<file path="config.mk">
export PLATFORM = sky130hd
export DESIGN_NAME = noc_rx_assembler
export DESIGN_NICKNAME = d
export VERILOG_FILES = /design/src/rtl/noc_rx_assembler.sv
export SDC_FILE = /design/constraint.sdc
export NUM_CORES = 1
export LEC_CHECK = 0
export CAP_MARGIN = 10
export CORE_MARGIN = 3
export CORE_UTILIZATION = 30
export CTS_CLUSTER_SIZE = 20
export DETAILED_ROUTE_END_ITERATION = 16
export GPL_TIMING_DRIVEN = 0
export PLACE_DENSITY = 0.5
export SETUP_SLACK_MARGIN = 0.3
export SLEW_MARGIN = 20
export SYNTH_ARGS = -nofsm -noshare
export SYNTH_HDL_FRONTEND = slang
export SYNTH_SLANG_ARGS = --single-unit
export TNS_END_PERCENT = 20
</file>
<file path="constraint.sdc">
create_clock -name clk -period 3.7 [get_ports clk]
set_input_delay 0.74 -clock clk [delete_from_list [all_inputs] [get_ports clk]]
set_output_delay 0.74 -clock clk [all_outputs]
set_load 0.05 [all_outputs]
</file>
<file path="src/rtl/noc_rx_assembler.sv">
// Receive endpoint: rebuilds 32-bit words from MSB-first byte flits, tags them
// with the source node and queues them in a small FIFO for the core.
module noc_rx_assembler #(
    parameter int FIFO_DEPTH = 4,
    parameter int TIMEOUT    = 16
) (
    input  logic                        clk,
    input  logic                        rst,
    input  logic [16:0]                 f_r,
    output logic                        f_r_rdy,
    output logic [31:0]                 to_c,
    output logic [3:0]                  to_c_src,
    output logic                        to_c_vld,
    input  logic                        c_rdy,
    output logic                        err,
    output logic [$clog2(FIFO_DEPTH):0] level
);
    localparam int AW = $clog2(FIFO_DEPTH);
    localparam int TW = $clog2(TIMEOUT + 1);

    typedef enum logic {IDLE, ASSEMBLE} state_t;

    state_t        state_q, state_d;
    logic [1:0]    cnt_q, cnt_d;
    logic [TW-1:0] timer_q, timer_d;
    logic [31:0]   shift_q, shift_d;
    logic [3:0]    src_q, src_d;
    logic          err_q, err_d;
    logic [AW:0]   wr_q, wr_d, rd_q, rd_d;
    logic [35:0]   mem_q [FIFO_DEPTH];
    logic [35:0]   mem_d [FIFO_DEPTH];

    logic        full, empty, acc, bad, good, push, pop;
    logic [35:0] push_data, head;

    // Extra pointer bit distinguishes full from empty when the indices match.
    assign empty    = (wr_q == rd_q);
    assign full     = (wr_q[AW] != rd_q[AW]) && (wr_q[AW-1:0] == rd_q[AW-1:0]);
    assign level    = wr_q - rd_q;
    assign f_r_rdy  = !full;
    assign acc      = f_r[16] && f_r_rdy;
    assign bad      = acc && (f_r[15:12] != 4'd0);
    assign good     = acc && !bad;
    assign pop      = to_c_vld && c_rdy;
    assign head     = mem_q[rd_q[AW-1:0]];
    assign to_c_vld = !empty;
    assign to_c     = empty ? 32'd0 : head[31:0];
    assign to_c_src = empty ? 4'd0 : head[35:32];
    assign err      = err_q;

    always_comb begin
        state_d   = state_q;
        cnt_d     = cnt_q;
        timer_d   = timer_q;
        shift_d   = shift_q;
        src_d     = src_q;
        err_d     = bad;
        push      = 1'b0;
        push_data = {src_q, shift_q[31:8], f_r[7:0]};
        case (state_q)
            IDLE: begin
                if (good) begin
                    src_d   = f_r[11:8];
                    shift_d = {f_r[7:0], 24'd0};
                    cnt_d   = 2'd1;
                    timer_d = '0;
                    state_d = ASSEMBLE;
                end
            end
            ASSEMBLE: begin
                if (good && (f_r[11:8] != src_q)) begin
                    // Source switched mid-word: new flit becomes byte 0.
                    err_d   = 1'b1;
                    src_d   = f_r[11:8];
                    shift_d = {f_r[7:0], 24'd0};
                    cnt_d   = 2'd1;
                    timer_d = '0;
                end else if (good) begin
                    timer_d = '0;
                    cnt_d   = cnt_q + 2'd1;
                    case (cnt_q)
                        2'd1:    shift_d[23:16] = f_r[7:0];
                        2'd2:    shift_d[15:8]  = f_r[7:0];
                        default: begin
                            push    = 1'b1;
                            cnt_d   = 2'd0;
                            shift_d = '0;
                            state_d = IDLE;
                        end
                    endcase
                end else if (!bad) begin
                    if (timer_q == TW'(TIMEOUT - 1)) begin
                        err_d   = 1'b1;
                        cnt_d   = 2'd0;
                        shift_d = '0;
                        timer_d = '0;
                        state_d = IDLE;
                    end else begin
                        timer_d = timer_q + TW'(1);
                    end
                end
            end
            default: state_d = IDLE;
        endcase
    end

    always_comb begin
        mem_d = mem_q;
        wr_d  = wr_q;
        rd_d  = rd_q;
        if (push) begin
            mem_d[wr_q[AW-1:0]] = push_data;
            wr_d = wr_q + (AW+1)'(1);
        end
        if (pop) rd_d = rd_q + (AW+1)'(1);
    end

    always_ff @(posedge clk or negedge rst) begin
        if (!rst) begin
            state_q <= IDLE;
            cnt_q   <= '0;
            timer_q <= '0;
            shift_q <= '0;
            src_q   <= '0;
            err_q   <= 1'b0;
            wr_q    <= '0;
            rd_q    <= '0;
            mem_q   <= '{default: '0};
        end else begin
            state_q <= state_d;
            cnt_q   <= cnt_d;
            timer_q <= timer_d;
            shift_q <= shift_d;
            src_q   <= src_d;
            err_q   <= err_d;
            wr_q    <= wr_d;
            rd_q    <= rd_d;
            mem_q   <= mem_d;
        end
    end
endmodule

</file>
=== Word level (Yosys, flattened, before mapping) ===
Cells that the tools add are included.
W data, S select, Z words.

* Register bits after elaboration: 195
* Input bits: 20
* Output and inout port bits: 42
* Logic and storage cells: 106

* $add $sub $neg: 5
* Order comparisons: 3
* Equal/unequal tests: 14
* Multiplexer cells: 49
* Bitwise operators: 3
* Reductions and logical operators: 18

{| class="wikitable"
|+ Operators by type and width
! operator !! number
|-
| $mux W32 || 6
|-
| $bwmux W144 || 1
|-
| $mux W36 || 3
|-
| $bmux W36 S2 || 1
|-
| $demux W36 S2 || 1
|-
| $pmux W32 S2 || 1
|-
| $pmux W8 S2 || 2
|-
| $mux W5 || 5
|-
| $mux W1 || 15
|-
| $mux W2 || 6
|-
| $mux W4 || 3
|-
| $reduce_and A4 Y1 || 3
|-
| $pmux W5 S2 || 1
|-
| $mux W8 || 1
|-
| $ne A4 B4 Y1 const B || 2
|-
| $pmux W4 S2 || 1
|-
| $logic_and A1 B1 Y1 || 7
|-
| $add A3 B1 Y3 const B || 2
|-
| $ge A3 B3 Y1 const B || 2
|-
| $not A2 Y3 || 2
|-
| $add A5 B1 Y5 const B || 1
|-
| $eq A5 B4 Y1 const B || 1
|-
| $ne A4 B1 Y1 const B || 1
|-
| $ne A4 B2 Y1 const B || 1
|-
| 20 further kinds || 23
|}

=== Longest topological paths before layout ===
* Depth after elaboration: 10
* Gate-level depth with buffers: 10
* Depth with buffers taken out: 6

=== Least setup slack after synthesis ===
OpenSTA, ideal clock, no wires.

* Path kind: reg-to-output
* Start: register rd_q[1]
* End: output port to_c[25]
* Data arrival time: 2742 ps
* Required time: 2960 ps
* Path slack: 218 ps
* Stages on the path, launching flop included: 9
* Buffers on the path: 3
* Cell sequence: dfrtp_1 -> clkbuf_1 -> clkbuf_1 -> inv_1 -> ha_1 -> and2_1 -> nand2_1 -> clkbuf_1 -> and2_1

* Word-level cells in the longest chain between the ends: 5
* Elaborated cells between the ends (all ways): 6
* Those cells by class: 1 x eq/ne; 4 x mux; 1 x bitwise

{| class="wikitable"
|+ Ends and longest elaborated chain
! item !! line !! RTL
|-
| from (decl) || 29 || <nowiki>logic [AW:0] wr_q, wr_d, rd_q, rd_d;</nowiki>
|-
| from (signal assigned) || 137 || <nowiki>rd_q <= rd_d;</nowiki>
|-
| $not A2 Y3 (implied by the code) || 45 || <nowiki>assign head = mem_q[rd_q[AW-1:0]];</nowiki>
|-
| $bmux W36 S2 || 45 ||
|-
| $mux W36 (implied by the code) (2 in a row) || 45 ||
|-
| $mux W32 * || 47 || <nowiki>assign to_c = empty ? 32'd0 : head[31:0];</nowiki>
|-
| to (decl) || 11 || <nowiki>output logic [31:0] to_c,</nowiki>
|}

Every way passes the cells marked *; elsewhere a longest branch is shown, timed or not. The select of a mux whose other input is x is not followed.

=== Worst setup path after layout ===
* Start: register rd_q[1]
* End: output port to_c[2]

The elaborated chain is that of the path after synthesis.

==> qor.txt <==
Outcome - complete, no violations
Clk pwr share - 0.319
Clk_lat worst skew - 0.43 ns
Clock Tree Buf Depth - 2
Clk sinks - 187
Sw Pwr - 1.85 mW
Fillers - 2,756
YS warnings - 0
FF/Latch Area - 4680 um2
Layout cells sized above 1 - 0.408
RSZ-0062 raised after global routing - yes
Fin worst setup slack - 0.378 ns
Wire per inst - 19.7 um
H-tree lvl count - 4
Largest net degree at the start of global routing - 100
First DRT Iteration DRCs - 334
Critical path, cell by cell - clkbuf_8 > clkbuf_16 > inv_1 > ha_1 > and2_1 > nand2_2 > clkbuf_8 > and2_1 > clkdlybuf4s15_2
Die Width - 178 um
Max-slew headroom - 0.440
Mapped Nets - 635
Reg2reg end - mem_q[52]
Hold Path Class - in2async
CP Buf/Inv Count - 5
Initial Utilization - 0.306
Hold-fix buffers, CTS - 0
Area Growth Syn to Fin - 19.3%
ANT nets after route - 0
IO Count - 62
Pre-antenna DRT Iters - 4
Post-Route WL - 21,400 um
Highest-delay cell along the critical path - dfrtp_2
TritonCTS buffer count - 17
Vias - 5,365
First-pass GRT wire length - 34,000 um
Synth area leader - dfrtp_1
Async SR Flop Fraction - 1.00
Placement Setup Slack - -1.65 ns
Final Max Tran Viols - 0
Combinational power share - 0.259
Synth Flop Type - dfrtp_1
Post-Synthesis Cells - 604
Initial antenna violation count - 0
Static leakage - 4.92 nW
Power density of the placed cells - 517 nW/um2
Worst R2R Setup Slack - 0.77 ns
Nets - 717
PortBufs - 61
Int Power - 3.59 mW
Critical path endpoint category - output pin
Fin util - 0.365
GPL Wtd Cong - 0.743
Setup TNS - 0 ns
Post-layout min period - 3.32 ns
Area contributors post-synth - dfrtp_1, mux2_2, mux4_2, and2_1, o2bb2ai_1
Worst R2R Path Depth - 9
Diode count - 0
HPWL after DPL - 14,300 um
CP max FO - 10
Synth top cells by count - dfrtp_1, mux2_2, and2_1
Max Cap Violations - 0
CTS tree - built
GRT Total Usage - 0.141
Core area - 28,900 um2
Cell Area, Synth - 8830 um2
Vias per inst - 4.95
Clock skew - 0.0112 ns
Worst-margin pin slew - 0.840 ns
Post-synth EDFFs - 0
Switching portion of total power - 0.341
Die outline height - 178 um
Critical path class - reg2out
Clock transition at path regs - 0.07 ns
Vias in the first global route - 5,875
Library cells used by synthesis - 46
Seq cells post-synth - 187
Remaining Overflow, GRT - 0
Worst Setup Start Kind - flip-flop
Footprint of the multi-input gates - 3840 um2
CP Data Required Time - 2.96 ns
Std cell rows - 62
Sequential-to-total area share from yosys stat - 0.530
Peak VDD IR - 0.000422 V
Reg2reg start - rd_q[1]
Top cell type's share of synthesized area - 0.530
Avg Cell Area, Syn - 14.6 um2
F_max - 301 MHz
Fin crit share - 0.898
Die ar. - 31,500 um2
Crit-path max cell delay - 0.39 ns
Final Hold Vio Count - 0
Seq pwr share - 0.422
DP Area - 9950 um2
DRC Markers - 0
Post-route cell area - 10,500 um2
Cell family with most CP delay - buffers and inverters
Top-count cell post-synth - dfrtp_1
Final setup viols - 0
Root buffer cell - clkbuf_16
CP arrival - 2.58 ns
[power groups by stage]
stage          Combinational, mW  Clock [mW]  Sequential (mW)
3_5_place_dp                1.35           0             2.34
2_1_floorplan              0.895           0             2.29
6_report                    1.41        1.74             2.30
4_1_cts                     1.44        1.79             2.30
3_3_place_gp                1.33           0             2.33
5_1_grt                     1.53        1.87             2.32
[cells by family (layout without fill, tap and decap cells)]
group	count (synthesis)	count (layout)	share of synthesized area
xor gates and xnor gates	10	10	0.0108
muxes	184	184	0.280
buffers and inverters	57	152	0.0350
DFF	187	187	0.530
and+or+nand+nor	91	91	0.0641
AOI/OAI and AO/OA	64	64	0.0634
adders and majority gates	11	11	0.0164
[flip-flops by register name, summed over array words and instances (netlist names)]
name     cells
mem_q      144
rd_q         3
timer_q      5
src_q        4
state_q      1
wr_q         3
cnt_q        2
err          1
shift_q     24
[through the flow]
stage,hold slack (ns),cells,power (mW)
2_1_floorplan,0.444,604,3.19
3_3_place_gp,0.462,1049,3.66
3_5_place_dp,0.473,1050,3.68
4_1_cts,0.374,1083,5.52
5_1_grt,0.404,1083,5.72
6_report,0.347,1083,5.44
[worst reg2reg max path: cells and delay by family (launching register included)]
kind / cells / cell delay (ns)
adders and majority gates: 1 / 0.27
buffers and inverters: 4 / 0.80
AOI/OAI and AO/OA: 1 / 0.17
DFF: 1 / 0.39
and+or+nand+nor: 2 / 0.80
muxes: 1 / 0.37
[how the worst max path moves through the flow]
stage	startpoint	depth (start not counted)	slack, ns	to
global placement	rst	1	-5.52	mem_q[33]
finish	rd_q[1]	9	0.38	to_c[2]
CTS	rd_q[1]	10	0.28	to_c[20]
global route	rd_q[1]	8	0.22	to_c_vld
detailed placement	rd_q[1]	10	-1.65	to_c[20]
floorplan	rd_q[1]	9	0.44	to_c[10]
[routing by layer]
layer | wire, um | global-route usage
met1 | 9710 | 0.186
met2 | 10800 | 0.243
met3 | 596 | 0.0184
met4 | 326 | 0.0429
met5 | 0 | 0
[repair_timing]
item,CTS,global route
endpoints found under the hold margin,0,0
setup endpoints to repair,221,39
gates resized for setup,189,13
setup buffers,1,0
[final cells by class]
cell class              instances  share of cell area
plain buffers                  37              0.0286
multi-input cells             360               0.365
clock buffers                  18              0.0407
repair buffers                 63              0.0563
inverters                      20             0.00713
flip-flops and latches        187               0.444
clock inverters                14              0.0121
well taps                     384              0.0456
[cell usage in the layout, fill, tap and decap left out, drive strengths merged, types with 2 or more instances in the layout]
master and n:
a211oi 8, a221o 8, a22oi 17, and2 38
buf 48, clkbuf 35, clkdlybuf4s15 12, clkdlybuf4s50 23
clkinv 5, dfrtp 187, ha 10, inv 28
mux2 146, mux2i 2, mux4 36, nand2 20
nand3 8, nand4 3, nor2 4, nor2b 9
nor3 4, o211ai 2, o21ai 2, o2bb2ai 18
xnor2 9
No activity file was read; power rests on OpenSTA's default activity.
